`src/rtl/alu_exec_stage_if.sv`:
```
// Handshake bundle for alu_exec_stage: upstream beat (ctrl, operands, tag) and EX/MEM output beat.
// master = producer/consumer side driving inputs; slave = the execute stage.
interface alu_exec_stage_if #(
  parameter int unsigned WIDTH = 32,
  parameter int unsigned TAG_W = 5
) ();
  logic             in_valid;
  logic             in_ready;
  logic [3:0]       alu_ctrl;
  logic [WIDTH-1:0] op_a;
  logic [WIDTH-1:0] op_b;
  logic [TAG_W-1:0] rd_in;
  logic             out_valid;
  logic             out_ready;
  logic [WIDTH-1:0] result;
  logic             zero;
  logic [TAG_W-1:0] rd_out;
  logic             illegal_op;

  modport master (
    output in_valid, alu_ctrl, op_a, op_b, rd_in, out_ready,
    input  in_ready, out_valid, result, zero, rd_out, illegal_op
  );

  modport slave (
    input  in_valid, alu_ctrl, op_a, op_b, rd_in, out_ready,
    output in_ready, out_valid, result, zero, rd_out, illegal_op
  );
endinterface

```
`src/rtl/alu_exec_stage.sv`:
```
// Execute-stage ALU with a 2-entry skid buffer (OUT + SKID) and a saturating illegal-op counter.
// Optional macro ALU_EXEC_SLT_EN adds SLT (0111) and SLTU (1000) as legal codes.
module alu_exec_stage #(
  parameter int unsigned WIDTH = 32,
  parameter int unsigned TAG_W = 5,
  parameter int unsigned ERR_W = 8
) (
  input  logic             i_clk,
  input  logic             i_rst,
  input  logic             i_flush,
  alu_exec_stage_if.slave  bus,
  output logic [ERR_W-1:0] o_err_count
);

  typedef struct packed {
    logic [WIDTH-1:0] result;
    logic             zero;
    logic [TAG_W-1:0] rd;
    logic             illegal;
  } beat_t;

  typedef enum logic [1:0] {StEmpty, StOne, StFull} state_e;

  state_e           r_state, w_state_d;
  beat_t            r_out, r_skid, w_beat;
  logic             r_in_ready;
  logic [ERR_W-1:0] r_err;
  logic [WIDTH-1:0] w_result;
  logic             w_illegal;
  logic             w_accept, w_deliver;
  logic             w_load_out, w_load_skid, w_skid_to_out;

  always_comb begin
    w_result  = '0;
    w_illegal = 1'b0;
    case (bus.alu_ctrl)
      4'b0010: w_result = bus.op_a + bus.op_b;
      4'b0110: w_result = bus.op_a - bus.op_b;
      4'b0000: w_result = bus.op_a & bus.op_b;
      4'b0001: w_result = bus.op_a | bus.op_b;
      4'b1100: w_result = bus.op_a ^ bus.op_b;
`ifdef ALU_EXEC_SLT_EN
      4'b0111: w_result = {{(WIDTH-1){1'b0}}, ($signed(bus.op_a) < $signed(bus.op_b))};
      4'b1000: w_result = {{(WIDTH-1){1'b0}}, (bus.op_a < bus.op_b)};
`endif
      default: w_illegal = 1'b1;
    endcase
  end

  assign w_beat    = {w_result, (w_result == '0), bus.rd_in, w_illegal};
  // A beat offered during flush is dropped even though in_ready may be high.
  assign w_accept  = bus.in_valid & r_in_ready & ~i_flush;
  assign w_deliver = bus.out_valid & bus.out_ready;

  always_comb begin
    w_state_d     = r_state;
    w_load_out    = 1'b0;
    w_load_skid   = 1'b0;
    w_skid_to_out = 1'b0;
    unique case (r_state)
      StEmpty: begin
        if (w_accept) begin
          w_load_out = 1'b1;
          w_state_d  = StOne;
        end
      end
      StOne: begin
        if (w_accept && w_deliver) begin
          w_load_out = 1'b1;
        end else if (w_accept) begin
          w_load_skid = 1'b1;
          w_state_d   = StFull;
        end else if (w_deliver) begin
          w_state_d = StEmpty;
        end
      end
      StFull: begin
        if (w_deliver) begin
          w_skid_to_out = 1'b1;
          w_state_d     = StOne;
        end
      end
      default: w_state_d = StEmpty;
    endcase
    if (i_flush) begin
      w_state_d     = StEmpty;
      w_load_out    = 1'b0;
      w_load_skid   = 1'b0;
      w_skid_to_out = 1'b0;
    end
  end

  always_ff @(posedge i_clk) begin
    if (i_rst) begin
      r_state    <= StEmpty;
      r_in_ready <= 1'b1;
      r_out      <= '0;
      r_skid     <= '0;
      r_err      <= '0;
    end else begin
      r_state    <= w_state_d;
      // Registered so in_ready never depends combinationally on out_ready.
      r_in_ready <= (w_state_d != StFull);
      if (w_load_out) begin
        r_out <= w_beat;
      end else if (w_skid_to_out) begin
        r_out <= r_skid;
      end
      if (w_load_skid) begin
        r_skid <= w_beat;
      end
      if (w_accept && w_illegal && (r_err != {ERR_W{1'b1}})) begin
        r_err <= r_err + ERR_W'(1);
      end
    end
  end

  assign bus.in_ready   = r_in_ready;
  assign bus.out_valid  = (r_state != StEmpty);
  assign bus.result     = r_out.result;
  assign bus.zero       = r_out.zero;
  assign bus.rd_out     = r_out.rd;
  assign bus.illegal_op = r_out.illegal;
  assign o_err_count    = r_err;

endmodule

```
`src/flat_wrapper.sv`:
```
// flat-port wrapper written by rule: the top's interface ports become plain ports
module alu_exec_stage_flat 
#(
  parameter int unsigned WIDTH = 32,
  parameter int unsigned TAG_W = 5,
  parameter int unsigned ERR_W = 8
)
  (i_clk, i_rst, i_flush, o_err_count, bus_in_valid, bus_alu_ctrl, bus_op_a, bus_op_b, bus_rd_in, bus_out_ready, bus_in_ready, bus_out_valid, bus_result, bus_zero, bus_rd_out, bus_illegal_op);
  alu_exec_stage_if #(.WIDTH(WIDTH), .TAG_W(TAG_W)) bus_i ();
  input  logic i_clk;
  input  logic i_rst;
  input  logic i_flush;
  output logic [ERR_W-1:0] o_err_count;
  input wire logic [$bits(bus_i.in_valid)-1:0] bus_in_valid;
  input wire logic [$bits(bus_i.alu_ctrl)-1:0] bus_alu_ctrl;
  input wire logic [$bits(bus_i.op_a)-1:0] bus_op_a;
  input wire logic [$bits(bus_i.op_b)-1:0] bus_op_b;
  input wire logic [$bits(bus_i.rd_in)-1:0] bus_rd_in;
  input wire logic [$bits(bus_i.out_ready)-1:0] bus_out_ready;
  output wire logic [$bits(bus_i.in_ready)-1:0] bus_in_ready;
  output wire logic [$bits(bus_i.out_valid)-1:0] bus_out_valid;
  output wire logic [$bits(bus_i.result)-1:0] bus_result;
  output wire logic [$bits(bus_i.zero)-1:0] bus_zero;
  output wire logic [$bits(bus_i.rd_out)-1:0] bus_rd_out;
  output wire logic [$bits(bus_i.illegal_op)-1:0] bus_illegal_op;
  assign bus_i.in_valid = bus_in_valid;
  assign bus_i.alu_ctrl = bus_alu_ctrl;
  assign bus_i.op_a = bus_op_a;
  assign bus_i.op_b = bus_op_b;
  assign bus_i.rd_in = bus_rd_in;
  assign bus_i.out_ready = bus_out_ready;
  assign bus_in_ready = bus_i.in_ready;
  assign bus_out_valid = bus_i.out_valid;
  assign bus_result = bus_i.result;
  assign bus_zero = bus_i.zero;
  assign bus_rd_out = bus_i.rd_out;
  assign bus_illegal_op = bus_i.illegal_op;
  alu_exec_stage #(.WIDTH(WIDTH), .TAG_W(TAG_W), .ERR_W(ERR_W)) u_core (.i_clk(i_clk), .i_rst(i_rst), .i_flush(i_flush), .bus(bus_i), .o_err_count(o_err_count));
endmodule
```
`config.mk`:
```
export PLATFORM = sky130hd
export DESIGN_NAME = alu_exec_stage_flat
export DESIGN_NICKNAME = d
export VERILOG_FILES = /design/src/rtl/alu_exec_stage_if.sv /design/src/rtl/alu_exec_stage.sv /design/src/flat_wrapper.sv
export SDC_FILE = /design/constraint.sdc
export NUM_CORES = 1
export LEC_CHECK = 0
export ABC_AREA = 1
export BUFFER_PORTS_ARGS = -buffer_cell sky130_fd_sc_hd__buf_4
export CAP_MARGIN = 15
export CORE_ASPECT_RATIO = 0.9
export CORE_MARGIN = 4
export CORE_UTILIZATION = 56
export DETAILED_ROUTE_END_ITERATION = 8
export MAX_ROUTING_LAYER = met4
export PLACE_DENSITY = 0.81
export REMOVE_ABC_BUFFERS = 1
export SYNTH_ARGS = -nofsm -noshare
export SYNTH_HDL_FRONTEND = slang
export SYNTH_SLANG_ARGS = --single-unit
```
`constraint.sdc`:
```
create_clock -name i_clk -period 10.6 [get_ports i_clk]
set_input_delay 0.53 -clock i_clk [delete_from_list [all_inputs] [get_ports i_clk]]
set_output_delay 0.53 -clock i_clk [all_outputs]
set_load 0.005 [all_outputs]
```
==> impl_metrics.ini <==
[sta]
fmax_ghz = 0.220
finalSetupViolCount = 0
rsz0062_at_grt = false
slew_headroom = 0.466
layout_min_cycle_time_ps = 4540
clock-skew-final_ps = 5.67
fin_crit_sh = 0.428
fin_setup_tns_ps = 0
tightest_slew_ps = 800
hold_viol_final = 0
slew_viol_final = 0

[detailed_routing]
wire_per_inst_um = 15.1
vias = 9495
drt_first_pass_iters = 6
routed_wl_um = 26500
via_per_inst = 5.41
ant_nets = 0
drc = 0
drtIter0Drc = 827

[final_layout]
antennaDiodeCount = 0
fillers = 1459
stdcell_count = 1754
finalNetCount = 1724
drive_gt1_frac = 0.125
fin_util = 0.664
syn_to_final_growth_pct = 16.6

[power_and_ir_drop]
p_leak_nw = 5.72
p_sw_uw = 344
power.internal_uw = 725
ir_worst_vdd_uv = 86.4
swShare = 0.322
combPwrFrac = 0.312
p_per_area_nw_per_um2 = 105
finalPower_mw = 1.07
power.share.sequential = 0.327
clockPowerShare = 0.360

[placement]
place_inst = 1738
dp_hpwl_um = 20400
port_buffers = 126
place_congestion = 0.952

[floorplanning]
die_area_um2 = 17700
rows = 43
start_util = 0.570
die_w_um = 140
die_y_um = 127
io_pins = 127
core_um2 = 15400

[worst_hold_path]
holdPathEnd = u_core.r_skid[2]$_SDFFE_PP0P_
min_from = bus_rd_in[1]
hp-class = input port to flip-flop
min_path_cells = 3

[worst_setup_path]
crit_fanout = 5
rrSetupSlack_ps = 8150
r2r_cells = 8
endpoint_kind = flip-flop
path_class = input port to flip-flop
cp_slowest_cell = ha_1
critPathArrivalTime_ps = 4800
cpMostUsedCell = nand2_1
reg2reg_to = u_core.r_skid[10]$_SDFFE_PP0P_
r2r-start = u_core.r_state[0]$_SDFF_PP0_
max_stage_delay_ps = 310
start_kind = input port
required_ps = 10870

[clock_network]
cts_resized = 0
cts_sinks = 89
root_buffer = clkbuf_16
clock_path_buffers = 2
numCtsBuffers = 9
insertion_delay_ps = 340
cts.htree.levels = 3
path_clk_slew_ps = 60
post_cts_hold_buffer_count = 0
cts_tree = done
postCtsSetupBuffers = 0

[grt]
globalRouteOverflowTotal = 0
antenna_found_initial = 0
first_global_vias = 8835
grt_max_degree = 70
grt_pass1_wl_um = 42900
grt_usage = 0.300

[flow_run]
max_cap_viol_count = 0

[outcome]
status = complete, no violations

[synth]
synth_enable_flop_cells = 0
synth-main-ff-cell = dfxtp_1
seq_area_frac_synth = 0.203
synth_area_um2 = 8760
syn_inst = 1447
syn_area_per_cell_um2 = 6.06
yosysWarnings = 0
yosys.area.top_type = dfxtp_1
synth-seq-cells = 89
synth_area_leaders = dfxtp_1 (20%), nand2_1 (17%), ha_1 (14%), inv_1 (12%), nor2_1 (6.3%)
async_flop_share = 0
yosysUniqueCellTypes = 47
yosys.area.top_type_share = 0.203
-- power by group through the flow --
stage / Clock (mW) / Sequential (mW) / Combinational, mW
floorplan: 0 / 0.356 / 0.210
global placement: 0 / 0.356 / 0.323
detailed placement: 0 / 0.357 / 0.328
CTS: 0.390 / 0.349 / 0.330
global route: 0.406 / 0.350 / 0.376
finish: 0.385 / 0.350 / 0.334
-- through the flow --
step,worst slack (ps),hold slack (ps),area [µm²]
after global placement,5850,453,9840
after global routing,5670,458,10200
after floorplan,6900,439,8590
after detailed placement,5810,459,9840
after CTS,6130,455,10200
final,6060,465,10200
-- cell type report --
class / instances / area, µm² / share of cell area
flip-flops and latches: 89 / 1780 / 0.174
well taps: 202 / 253 / 0.0247
clock buffers: 10 / 239 / 0.0234
clock inverters: 5 / 128 / 0.0125
inverters: 292 / 1100 / 0.108
multi-input cells: 1024 / 5720 / 0.560
repair buffers: 132 / 995 / 0.0974
-- logic make-up (layout without fill, tap and decap cells) --
family	after synthesis	after routing	synth area share
buffers and inverters	334	439	0.145
flip-flops	89	89	0.203
AO/OA/AOI/OAI	226	226	0.157
AND/OR/NAND/NOR	669	669	0.322
adder cells (fa/ha/maj)	98	98	0.141
XOR/XNOR	31	31	0.0310
-- placed cells by master (no fill, tap or decap), drive strengths merged, types with 10 or more instances in the layout --
cell and count:
ha 97, buf 132, nor3 11, o21ai 73
a31oi 15, nand3 72, clkbuf 10, dfxtp 89
xor2 31, a221oi 37, nand2 399, inv 291
nor2 157, a21oi 74
-- worst max-delay path, delay by kind of cell --
kind | cells | cell delay (ps)
AO/OA/AOI/OAI | 3 | 530
XOR/XNOR | 1 | 170
AND/OR/NAND/NOR | 19 | 2440
buffers and inverters | 9 | 690
adder cells (fa/ha/maj) | 2 | 460
-- worst max path at each step --
stage,startpoint,end,slack (ps)
floorplan,bus_op_b[1],u_core.bus.zero$_SDFFE_PP0P_,6900
global placement,bus_op_b[1],u_core.bus.zero$_SDFFE_PP0P_,5850
detailed placement,bus_op_b[0],u_core.bus.zero$_SDFFE_PP0P_,5810
CTS,bus_op_b[0],u_core.bus.zero$_SDFFE_PP0P_,6130
global route,bus_op_b[0],u_core.bus.zero$_SDFFE_PP0P_,5670
finish,bus_op_b[0],u_core.bus.zero$_SDFFE_PP0P_,6060
-- routing by layer --
layer	vias to the layer above	part of all wire	GRT usage
met5	-	0	-
met4	0	0.034	0.111
met3	59	0.072	0.0320
met2	395	0.45	0.481
met1	4291	0.45	0.394
li1	4750	-	-
-- state kept, by name, indices dropped and copies added (netlist names) --
signal and count:
u_core.bus.zero 1, u_core.bus.illegal_op 1, u_core.r_skid 39, u_core.bus.result 32, u_core.r_state 2, u_core.bus.in_ready 1
u_core.o_err_count 8, u_core.bus.rd_out 5
-- cell usage after synthesis, types with 2 or more instances --
library cell,count
nand2_1,387
inv_1,285
nor2_1,148
ha_1,97
dfxtp_1,89
a21oi_1,72
nand3_1,67
o21ai_0,64
a221oi_1,37
clkbuf_1,34
xor2_1,31
a31oi_1,15
nand2_2,10
nor2_2,9
o21bai_1,9
nand3b_1,8
nor3_1,8
o21ai_1,8
buf_2,7
nand4_1,7
inv_2,5
nand3_2,5
o211ai_1,4
o21a_1,4
and2_1,3
nor3_2,3
nor4_1,3
o31ai_1,3
or2_0,3
a21oi_2,2
nand2_4,2
o211a_1,2
or2_2,2
Note: power is estimated with default switching activity, not from simulation.
